## src/rtl/brm_pkg.sv

```systemverilog
// Shared types and helpers for the binary rate multiplier link.
// Used by both the transmitter wrapper and the density decoder.
package brm_pkg;

    localparam int BRM_WIDTH_DEFAULT = 16;

    typedef enum logic {
        IDLE = 1'b0,
        RUN  = 1'b1
    } brm_rx_state_t;

    // True when the low 'width' bits of cnt are all ones.
    // The caller zero-extends its counter to 32 bits.
    function automatic logic brm_window_last(
        input logic [31:0] cnt,
        input int unsigned width
    );
        logic [31:0] mask;
        mask = (width >= 32) ? 32'hFFFF_FFFF
                             : ((32'd1 << width) - 32'd1);
        return (cnt & mask) == mask;
    endfunction

endpackage

```

## src/rtl/brm_result_reg.sv

```systemverilog
// Valid/ready holding register with sticky overrun detection.
// Ports: i_clk, i_rst_n (async low), i_clear (sync), i_load/i_data
//        (new result), i_ready (consumer), o_data/o_valid/o_overrun.
module brm_result_reg #(
    parameter int DW = 17
) (
    input  logic          i_clk,
    input  logic          i_rst_n,
    input  logic          i_clear,
    input  logic          i_load,
    input  logic [DW-1:0] i_data,
    input  logic          i_ready,
    output logic [DW-1:0] o_data,
    output logic          o_valid,
    output logic          o_overrun
);

    logic [DW-1:0] r_data;
    logic          r_valid;
    logic          r_overrun;

    always_ff @(posedge i_clk or negedge i_rst_n) begin
        if (!i_rst_n) begin
            r_data    <= '0;
            r_valid   <= 1'b0;
            r_overrun <= 1'b0;
        end else if (i_clear) begin
            r_data    <= '0;
            r_valid   <= 1'b0;
            r_overrun <= 1'b0;
        end else if (i_load) begin
            // A result still pending and not taken this edge is lost.
            r_data  <= i_data;
            r_valid <= 1'b1;
            if (r_valid && !i_ready)
                r_overrun <= 1'b1;
        end else if (r_valid && i_ready) begin
            r_valid <= 1'b0;
        end
    end

    assign o_data    = r_data;
    assign o_valid   = r_valid;
    assign o_overrun = r_overrun;

endmodule

```

## src/rtl/brm_density_decoder.sv

```systemverilog
// Recovers the rate word from a BRM pulse stream by counting Z pulses
// over windows of 2^WIDTH enabled samples aligned by Sync.
// Ports: CK, Reset_N (async low), Clear (sync), X (sample enable),
//        Z_in (pulses), Sync (window align), Ready (consumer),
//        Count/Valid (result), W (terminal sample), Overrun, Locked.
module brm_density_decoder
    import brm_pkg::*;
#(
    parameter int WIDTH = BRM_WIDTH_DEFAULT
) (
    input  logic             CK,
    input  logic             Reset_N,
    input  logic             Clear,
    input  logic             X,
    input  logic             Z_in,
    input  logic             Sync,
    input  logic             Ready,
    output logic [WIDTH:0]   Count,
    output logic             Valid,
    output logic             W,
    output logic             Overrun,
    output logic             Locked
);

    brm_rx_state_t    r_state;
    brm_rx_state_t    w_state_nxt;
    logic [WIDTH-1:0] r_cnt;
    logic [WIDTH-1:0] w_cnt_nxt;
    logic [WIDTH:0]   r_acc;
    logic [WIDTH:0]   w_acc_nxt;
    logic [WIDTH:0]   w_z_ext;
    logic [WIDTH:0]   w_sum;
    logic             w_last;
    logic             w_load;

    assign w_z_ext = {{WIDTH{1'b0}}, Z_in};
    assign w_sum   = r_acc + w_z_ext;
    assign w_last  = brm_window_last(32'(r_cnt), WIDTH);

    always_ff @(posedge CK or negedge Reset_N) begin
        if (!Reset_N) begin
            r_state <= IDLE;
            r_cnt   <= '0;
            r_acc   <= '0;
        end else if (Clear) begin
            r_state <= IDLE;
            r_cnt   <= '0;
            r_acc   <= '0;
        end else begin
            r_state <= w_state_nxt;
            r_cnt   <= w_cnt_nxt;
            r_acc   <= w_acc_nxt;
        end
    end

    always_comb begin
        w_state_nxt = r_state;
        w_cnt_nxt   = r_cnt;
        w_acc_nxt   = r_acc;
        w_load      = 1'b0;
        unique case (r_state)
            IDLE: begin
                // The Sync sample itself is index 0 of the window.
                if (X && Sync) begin
                    w_state_nxt = RUN;
                    w_cnt_nxt   = WIDTH'(1);
                    w_acc_nxt   = w_z_ext;
                end
            end
            RUN: begin
                if (X) begin
                    // Window end takes priority over a coincident Sync.
                    if (w_last) begin
                        w_load    = 1'b1;
                        w_cnt_nxt = '0;
                        w_acc_nxt = '0;
                    end else if (Sync) begin
                        w_cnt_nxt = WIDTH'(1);
                        w_acc_nxt = w_z_ext;
                    end else begin
                        w_cnt_nxt = r_cnt + WIDTH'(1);
                        w_acc_nxt = w_sum;
                    end
                end
            end
            default: w_state_nxt = IDLE;
        endcase
    end

    assign W      = X && (r_state == RUN) && w_last;
    assign Locked = (r_state == RUN);

    brm_result_reg #(
        .DW(WIDTH + 1)
    ) u_result (
        .i_clk     (CK),
        .i_rst_n   (Reset_N),
        .i_clear   (Clear),
        .i_load    (w_load),
        .i_data    (w_sum),
        .i_ready   (Ready),
        .o_data    (Count),
        .o_valid   (Valid),
        .o_overrun (Overrun)
    );

endmodule

```

## config.mk

```make
export PLATFORM = sky130hd
export DESIGN_NAME = brm_density_decoder
export DESIGN_NICKNAME = d
export VERILOG_FILES = /design/src/rtl/brm_pkg.sv /design/src/rtl/brm_result_reg.sv /design/src/rtl/brm_density_decoder.sv
export SDC_FILE = /design/constraint.sdc
export NUM_CORES = 1
export LEC_CHECK = 0
export CELL_PAD_IN_SITES_DETAIL_PLACEMENT = 0
export CELL_PAD_IN_SITES_GLOBAL_PLACEMENT = 1
export CORE_UTILIZATION = 48
export DETAILED_ROUTE_END_ITERATION = 6
export PLACE_DENSITY = 0.95
export SYNTH_ARGS = -nofsm -noshare
export SYNTH_HDL_FRONTEND = slang
export SYNTH_SLANG_ARGS = --single-unit
```

## constraint.sdc

```tcl
create_clock -name CK -period 6.15 [get_ports CK]
set_clock_uncertainty 0.05 [all_clocks]
set_input_delay 0.615 -clock CK [delete_from_list [all_inputs] [get_ports CK]]
set_output_delay 0.615 -clock CK [all_outputs]
set_load 0.005 [all_outputs]
```

**Yosys cells after proc, flatten, opt, wreduce, memory -nomap -nowiden**

Cells that the tools add are included.

- Multipliers: 0
- Divide/modulo/power cells: 0
- Reductions and logical operators: 11
- Shift operators: 0
- Equal/unequal tests: 3
- Multiplexer cells: 26
- Add/sub/neg operators: 2
- Order comparisons: 0
- Bitwise logic cells: 1

Operator list:

| cell | count |
|---|---|
| $mux 17 | 7 |
| $mux 16 | 5 |
| $pmux 17 s2 | 1 |
| $pmux 16 s2 | 1 |
| $add 17x1->17 | 1 |
| $add 16x1->16 const B | 1 |
| $eq 16x16->1 const B | 1 |
| $mux 1 | 12 |
| $ne 3x3->1 const B | 2 |
| $logic_and 1x1->1 | 5 |
| $reduce_and 2->1 | 2 |
| $reduce_bool 2->1 | 2 |
| $reduce_bool 3->1 | 1 |
| $logic_not 1->1 | 1 |
| $not 1->1 | 1 |

- ROM bits: 0
- Input bits: 7
- Logic and storage cells: 49
- Memories: 0
- Latch bits: 0
- Register bits: 53
- Output and inout bits: 21
- Memory bits (writable): 0

**Logic depth before layout (Yosys ltp)**

- Word-level depth: 6
- Mapped depth: 8
- Depth with buffers taken out: 6

**Hierarchy**

Synthesis repeated with hierarchy kept, for this count alone.

- Cell total of the unflattened synthesis: 305
- Area total of the unflattened synthesis: 2837.7 sq um

Modules (own cells, without submodules):

| module | seq. area each (sq um) | cells each | instances | area each (sq um) |
|---|---|---|---|---|
| brm_density_decoder | 850.8 | 243 | 1 | 2058.2 |
| brm_result_reg | 475.5 | 62 | 1 | 779.5 |

**Worst setup path before layout**

OpenSTA, ideal clock, no wires.

- Kind: reg2out
- Start point: register r_cnt[0]
- End point: output port W
- Path buffers: 1
- Data required time: 5.485 ns
- Setup slack: 3.792 ns
- Arrival: 1.693 ns
- Stages on the path, launching flop included: 6
- Cells stage by stage: dfrtp_1 -> ha_1 -> and3_1 -> nand3_1 -> nor4_4 -> buf_4

- Cells in the longest elaborated chain, start to end: 2

Ends and longest elaborated chain:

| element | RTL line | source |
|---|---|---|
| from (decl) | brm_density_decoder.sv:27 | `logic [WIDTH-1:0] r_cnt;` |
| from (signal assigned) | brm_density_decoder.sv:51 | `r_cnt <= w_cnt_nxt;` |
| $eq 16x16->1 | brm_pkg.sv:21 | `return (cnt & mask) == mask;` |
| $logic_and 1x1->1 | brm_density_decoder.sv:90 | `assign W = X && (r_state == RUN) && w_last;` |
| to (decl) | brm_density_decoder.sv:20 | `output logic W,` |

No other way between the ends.

**Final worst setup path**

Ends and elaborated chain as after synthesis.

==> flow_summary.json <==
{
  "die_area_sq_um": 6430,
  "ctsHoldBuffers": 0,
  "grt_pass1_vias": 2215,
  "combPwrFrac_pct": 6.1,
  "drt_wl_total_mm": 6.12,
  "die_y_um": 80.2,
  "hp-class": "in -> async",
  "gp_congestion": 0.793,
  "max_slew_margin_pct": 35.7,
  "synth_fp_nets": 319,
  "max_cap_viol_count": 0,
  "ir_drop_mv": 0.119,
  "maxClockFrequency_mhz": 292,
  "diodes": 0,
  "ys_seq_area_share_pct": 45.2,
  "dr_total_vias": 2342,
  "yosysTopAreaCell": "dfrtp_1",
  "grtUsageTotal_pct": 20.9,
  "ys_ff_latch": 53,
  "cp.arrival_ps": 2760,
  "dp_slack_ps": 2880,
  "cts_tree": "yes",
  "ant_nets": 0,
  "place_area_sq_um": 3220,
  "internal-power_uw": 484,
  "synth-adder-area-share_pct": 1.28,
  "clock-sinks": 53,
  "syn_area_sq_um": 2930,
  "firstDrtPassIters": 4,
  "cellLeakagePower_uw": 0.00136,
  "cts_made_buffers": 5,
  "synth_top_family_by_area": "simple AND/OR/NAND/NOR gates",
  "synth_warnings": 0,
  "post_drt_wl_per_cell_um": 15.1,
  "critPathLaunchType": "register",
  "powerDensity_nw_per_um2": 190,
  "cts_setup_buffers": 0,
  "yosys.cell_count.top_type": "dfrtp_1",
  "drt_iter0_drc": 107,
  "ff2ff_setup_slack_ps": 3370,
  "clockPowerShare_pct": 38.5,
  "worst-r2r-cell-count": 6,
  "synthArstFlopShare_pct": 100,
  "sw_frac_of_total_pct": 23.8,
  "num_io_pins": 28,
  "finalSetupViolations": 0,
  "drive_gt1_share_pct": 10.6,
  "crit_path_end_kind": "output pin",
  "hold_violations": 0,
  "nets": 339,
  "yosys.cell_types.count": 50,
  "avgSynthCellArea_sq_um": 9.49,
  "clockBufferDepth": 2,
  "synth_top_flop_cell": "dfrtp_1",
  "p_sw_uw": 151,
  "overflow": 0,
  "outcome": "complete, no violations",
  "path_clk_slew_ps": 100,
  "synth_compound_area_share_pct": 20.3,
  "rows": 28,
  "synthMuxAreaShare_pct": 1.02,
  "start_util_pct": 49.5,
  "drc": 0,
  "synth-xor-area-share_pct": 5.38,
  "period_share_pct": 55.8,
  "area_growth_pct": 13.9,
  "setup_tns_ps": 0,
  "max_slew.worst_pin.slew_ps": 961,
  "antenna_found_initial": 0,
  "r2r_start": "r_cnt[0]",
  "fillers": 505,
  "ctsHtreeMaxLevel": 2,
  "clockRootBuffer": "clkbuf_8",
  "grt_max_degree": 54,
  "design.core.area_sq_um": 5920,
  "synth.area.top_cells": "dfrtp_1 45%, a211oi_2 5.1%, nor2_1 4.5%",
  "required_ps": 5480,
  "path_max_fanout": 35,
  "rsz0062_at_grt": "no",
  "final_core_util_pct": 56.4,
  "port_buffers": 27,
  "reg2reg_to": "r_cnt[10]",
  "fin_crit_ps": 3430,
  "grt_pass1_wl_mm": 10.3,
  "clk_latency_ps": 320,
  "final.setup.worst_slack_ps": 2720,
  "post_cts_resized": 0,
  "hpwlAfterDp_mm": 4.04,
  "synthCells": 309,
  "chipWidth_um": 80.2,
  "synth_edf_count": 0,
  "power_frac_seq_pct": 55.4,
  "synth.top_cells.by_count": "53 x dfrtp_1, 35 x nor2_1, 27 x nand2_1",
  "via_per_inst": 5.78,
  "slew_violations": 0,
  "path_class": "reg -> out",
  "yosys.area.top_type_share_pct": 45.2,
  "final_area_sq_um": 3340,
  "synthSimpleGateAreaFrac_pct": 22.1
}
==> state kept, by name, indices dropped and copies added (netlist names) <==
name                count
Locked                  1
u_result.o_overrun      1
u_result.o_data        17
u_result.o_valid        1
r_cnt                  16
r_acc                  17
==> worst max path at each step <==
stage | to | cells after the start | slack (ps) | from
after floorplan | W | 5 | 3790 | r_cnt[0]
after global placement | W | 5 | 2950 | X
after detailed placement | r_cnt[7] | 7 | 2880 | Clear
after CTS | W | 6 | 2690 | r_cnt[0]
after global routing | W | 6 | 2540 | r_cnt[0]
final | W | 6 | 2720 | r_cnt[0]
==> routing by layer <==
metal	global-route usage [%]	vias up	wire length (um)
met5	0	-	0
met4	7.14	0	78
met3	4.32	6	225
met2	35.1	37	2960
met1	26.6	1148	2850
li1	-	1151	-
==> power groups by stage <==
stage               Sequential, uW  Combinational, uW  Clock, uW
floorplan                      358               22.1          0
global placement               359               39.4          0
detailed placement             359               39.8          0
CTS                            352               39.8        252
global route                   352               44.0        260
finish                         352               38.8        245
==> cell families (layout without fill, tap and decap cells) <==
logic type	Yosys count	after routing
AO/OA/AOI/OAI	78	78
XOR/XNOR	18	18
adder cells (fa/ha/maj)	3	3
buffers and inverters	29	50
flip-flops	53	53
multiplexers	3	3
AND/OR/NAND/NOR	125	125
==> final cells by class <==
cell class	count	area (sq um)	area share, %
Tap cell	75	93.8	2.81
Timing Repair Buffer	31	295	8.84
Inverter	11	41.3	1.24
Clock buffer	5	68.8	2.06
Multi-Input combinational cell	227	1470	43.9
Clock inverter	3	46.3	1.39
Sequential cell	53	1330	39.7
==> per-stage QoR <==
step / power [uW] / hold slack, ps / instances
finish: 636 / 361 / 405
global placement: 398 / 435 / 397
detailed placement: 399 / 455 / 397
floorplan: 380 / 269 / 309
global route: 657 / 437 / 405
CTS: 644 / 392 / 405
==> worst max-delay path, cell delays in order, from the launching register on <==
cell	delay, ps
dfrtp_1	450
ha_1	220
and3_1	210
nand3_1	270
nor4_4	280
buf_4	420
clkdlybuf4s50_1	590
==> placed cells by master, fill, tap and decap left out, types with 3 or more instances in the layout <==
cell type and instances:
clkbuf_8 5, ha_1 3, xor2_1 8, nand2_1 27, a21o_1 5, mux2i_1 3
nand3b_1 4, inv_1 11, a22o_1 9, xnor2_1 10, and3_1 6, a21oi_1 12
and4_1 3, nand4_1 6, buf_4 4, clkdlybuf4s50_1 26, o21ai_0 20, dfrtp_1 53
nor3_1 7, nor2_1 35, a211oi_2 12, nand3_1 22
No activity file was read; power rests on OpenSTA's default activity.
==> variant 1 (same settings) <==
Change the package constant `BRM_WIDTH_DEFAULT` from 16 to 12.
--- a/src/rtl/brm_pkg.sv
+++ b/src/rtl/brm_pkg.sv
@@ -3,5 +3,5 @@
 package brm_pkg;
 
-    localparam int BRM_WIDTH_DEFAULT = 16;
+    localparam int BRM_WIDTH_DEFAULT = 12;
 
     typedef enum logic {
Interface: changed (resized Count); port bits go from 28 to 24. No check against the original RTL was run, so the function may have changed too.
==> variant 1 against the unedited design <==
  * The flow now finishes with violations (DRC)
  * Power shrank 18%
  * First-iteration DRC count grew 52%
  * Final area shrank 24%
  * Worst setup slack gained 0.44 ns
  * Sequential cell count shrank 12
  * Die area shrank 22%
  * Wire length shrank 28%
  * Global-route usage shrank 1.2 points
  * Worst hold slack gained 0.029 ns
  * Synthesized area shrank 23%
  * Critical path type unchanged
==> variant 1: results (changes against the unedited design) <==
[metrics] highest ir drop seen on vdd: 0.0000988 V (-17%)
[metrics] failing checks: DRC
[metrics] post-synthesis share of cell area spent on full adders, half adders and majority gates: 1.66% (+0.38 points)
[metrics] Reg2Reg Depth: 5 (-1)
[metrics] nets in the synthesized netlist: 233 (-27%)
[metrics] pin count of the biggest net entering global routing: 42 (-22%)
[metrics] via count of the first global-routing pass: 1,653 (-25%)
[metrics] DRC Markers: 7 (+7)
[metrics] post-detailed-route via-to-cell ratio: 5.89 (+1.8%)
[metrics] relative area of clock buffers and inverters in the final design: 4.08% (+0.63 points)
[metrics] final design utilization: 57.3% (+0.86 points)
[metrics] fraction of final layout cells sized beyond drive strength 1: 7.56% (-3.0 points)
[metrics] number of fill cells: 382 (-24%)
[metrics] Max stage delay on crit path: 0.49 ns (-0.10 ns)
[metrics] Leakage Power: 1.05 nW (-23%)
[metrics] pre-CTS setup slack: 3.20 ns (+0.320 ns)
[metrics] Wirelength per Cell: 15.2 µm (+0.40%)
[metrics] shortest period the worst path allows: 2.99 ns (-0.444 ns)
[metrics] post-synthesis mux area share: 3.15% (+2.1 points)
[metrics] Compound-Gate Fraction of Synth Area: 17.8% (-2.4 points)
[metrics] total of flip-flops plus latches after synthesis: 41 (-23%)
[metrics] fraction of area in registers: 40.3% (+0.60 points)
[metrics] outcome: finished with violations
[metrics] Yosys cell types: 44 (-12%)
[metrics] per-instance average area after synthesis: 10.2 µm² (+7.0%)
[metrics] global-route total usage across every layer: 19.6% (-1.2 points)
[metrics] cell area reported after detailed placement: 2440 µm² (-24%)
[metrics] leading post-synthesis cells by cell area: sky130_fd_sc_hd__dfrtp_1 45%, sky130_fd_sc_hd__a31oi_1 4.7%, sky130_fd_sc_hd__xor2_1 3.9%
[metrics] placed cells: 283 (-29%)
[metrics] fraction of cell area in non-clock buffers: 8.85% (about the same)
[metrics] multi-input combinational cell area: 1110 µm² (-24%)
[metrics] synthesized-area fraction occupied by xor and xnor cells: 6.57% (+1.2 points)
[metrics] sequential area share after synthesis: 45.3% (+0.082 points)
==> variant 1: cell types whose count changed after synthesis, moves of 7 or more <==
cell / delta
sky130_fd_sc_hd__nand2_1: -7
sky130_fd_sc_hd__inv_1: -8
sky130_fd_sc_hd__nor3_1: -7
sky130_fd_sc_hd__a31oi_1: +16
sky130_fd_sc_hd__nand3_1: -17
sky130_fd_sc_hd__o21ai_0: -8
sky130_fd_sc_hd__dfrtp_1: -12
sky130_fd_sc_hd__nor2_1: -21
sky130_fd_sc_hd__clkbuf_1: -10
sky130_fd_sc_hd__a211oi_2: -12
==> variant 1: kinds of logic after synthesis <==
| kind of cell | Yosys count |
|---|---|
| compound gates | 59 |
| flops | 41 |
| buf+inv | 18 |
| mux | 7 |
| xor+xnor | 17 |
| fa+ha+maj | 3 |
| simple gates | 78 |
==> variant 1: where the power goes <==
part,internal (mW),switching [mW],total (mW)
Sequential,0.271,0.00396,0.275
Combinational,0.0109,0.0202,0.0311
Clock,0.118,0.0971,0.215
Total,0.400,0.121,0.522
==> variant 2 (config.mk and constraints unchanged) <==
Without the edit above. Register the output `Count`, with the module's reset; this adds one clock of latency there. The other outputs are not delayed to match.
--- a/src/rtl/brm_density_decoder.sv
+++ b/src/rtl/brm_density_decoder.sv
@@ -22,4 +22,6 @@
     output logic             Locked
 );
+
+    logic [WIDTH:0] Count_d;
 
     brm_rx_state_t    r_state;
@@ -100,9 +102,17 @@
         .i_data    (w_sum),
         .i_ready   (Ready),
-        .o_data    (Count),
+        .o_data    (Count_d),
         .o_valid   (Valid),
         .o_overrun (Overrun)
     );
 
+    always_ff @(posedge CK or negedge Reset_N) begin
+        if (!Reset_N) begin
+            Count <= '0;
+        end else begin
+            Count <= Count_d;
+        end
+    end
+
 endmodule
 
Formal check against the unedited RTL: same outputs for any inputs over 10 cycles, from zero or initial values and one cycle with Reset_N low; that may be too few to reach the edited logic, so the function may still have changed.
==> variant 2 against the unedited design <==
  * The flow now finishes with violations (DRC)
  * Die area up 11%
  * Wire length up 5.7%
  * Synthesized area up 11%
  * Sequential share of layout area up 6.8 points
  * Clock power up 62%
  * Final area up 13%
  * Power up 42%
  * Sequential cell count up 17
  * Worst setup slack better by 0.20 ns
  * Critical path type unchanged
  * Largest cell class is now sequential cells
==> variant 2: results (changes against the unedited design) <==
[metrics] outcome: finished with violations
[metrics] failing checks: DRC
[metrics] Reg clk slew, reported paths: 0.08 ns (-0.02 ns)
[metrics] Met1 Routed Length: 3020 µm (+6.1%)
[metrics] Wirelength per Cell: 14.9 µm (-1.3%)
[metrics] DRC Markers: 15 (+15)
[metrics] worst-margin pin slew: 1.16 ns (+0.198 ns)
[metrics] global-route total usage across every layer: 19.8% (-1.1 points)
[metrics] routed wire length on met3: 276 µm (+23%)
[metrics] Reg2Reg Depth: 6 (unchanged)
[metrics] leading post-synthesis cells by cell area: sky130_fd_sc_hd__dfrtp_1 54%, sky130_fd_sc_hd__nand2_1 4.9%, sky130_fd_sc_hd__a21oi_1 4.3%
[metrics] cell area reported after detailed placement: 3560 µm² (+10%)
[metrics] met2 layer usage reported by global route: 32.2% (-2.9 points)
[metrics] nets in the synthesized netlist: 338 (+6.0%)
[metrics] Global Route met3 Usage: 3.24% (-1.1 points)
[metrics] number of H-tree branching levels: 3 (+1)
[metrics] Leakage Power: 1.57 nW (+16%)
[metrics] Yosys cell types: 39 (-22%)
[metrics] pin count of the biggest net entering global routing: 71 (+31%)
[metrics] Worst-Skew Late Latency: 0.35 ns (+0.03 ns)
[metrics] starting DRC count in detailed routing: 153 (+43%)
[metrics] met1 routing resource usage after global routing: 25.7% (-0.89 points)
[metrics] type of the worst min-delay path: register to register
[metrics] power in sequential cells: 0.467 mW (+33%)
[metrics] terminus of the critical flop-to-flop path: u_result.o_data[14]$_DFFE_PN0P_
[metrics] weighted congestion reported at the end of routability-driven placement: 0.917 (+16%)
[metrics] number of search-and-repair iterations in the first detailed-routing pass: 6 (+2)
[metrics] clock share of power: 44.2% (+5.7 points)
[metrics] Post-layout nets: 362 (+6.8%)
[metrics] number of CTS-inserted buffers: 9 (+4)
[metrics] post-detailed-route via-to-cell ratio: 5.84 (+1.0%)
[metrics] Max FO, Critical Path: 18 (-49%)
[metrics] HPWL after detailed placement: 4260 µm (+5.5%)
[metrics] wire length of the first global-routing pass: 11,100 µm (+8.3%)
[metrics] sequential area share after synthesis: 53.7% (+8.5 points)
[metrics] setup slack of the most critical reg-to-reg path: 3.54 ns (+0.17 ns)
[metrics] highest ir drop seen on vdd: 0.000100 V (-16%)
[metrics] net switching power of the design: 0.200 mW (+32%)
[metrics] fraction of final layout cells sized beyond drive strength 1: 9.24% (-1.4 points)
[variant 2: cell types whose count changed in the layout (fill, tap and decap cells not counted), sizes merged, moves of 7 or more]
cell and change:
a31oi +19, dfrtp +17, a21oi +16, nand2 +16, nor2 -14, nand3 -9
or3 +7
[variant 2: worst max-delay path, stage by stage (launching register included)]
cell                              delay [ns]
sky130_fd_sc_hd__dfrtp_1                0.41
sky130_fd_sc_hd__ha_1                   0.25
sky130_fd_sc_hd__nand4_1                0.16
sky130_fd_sc_hd__nor4_4                 0.65
sky130_fd_sc_hd__and3_1                 0.26
sky130_fd_sc_hd__clkdlybuf4s50_1        0.50
[variant 2: kinds of logic after synthesis]
logic type / count (synthesis) / synth area share [%]
xor gates and xnor gates: 16 / 4.30
and+or+nand+nor: 129 / 20.7
AOI/OAI and AO/OA: 85 / 16.0
muxes: 3 / 0.959
DFF: 70 / 53.7
buffers and inverters: 22 / 3.18
adders and majority gates: 3 / 1.15
[variant 2: final cells by class]
type | count | area, µm²
multi-input cells | 236 | 1410
repair buffers | 29 | 280
fillers | 576 | 2690
well taps | 77 | 96.3
inverters | 6 | 22.5
clock inverters | 7 | 88.8
clock buffers | 9 | 124
flip-flops and latches | 70 | 1750
[variant 2: metrics by stage]
step / hold WS (ns) / total power [mW] / cells / util (%) / setup slack (ns)
after floorplan: 0.269 / 0.493 / 328 / - / 4.06
after global placement: 0.309 / 0.511 / 418 / 55.1 / 2.82
final: 0.328 / 0.900 / 434 / 58.4 / 2.92
after detailed placement: 0.310 / 0.512 / 418 / 55.1 / 2.70
after CTS: 0.326 / 0.905 / 434 / 58.4 / 2.89
after global routing: 0.340 / 0.935 / 434 / 58.4 / 2.69
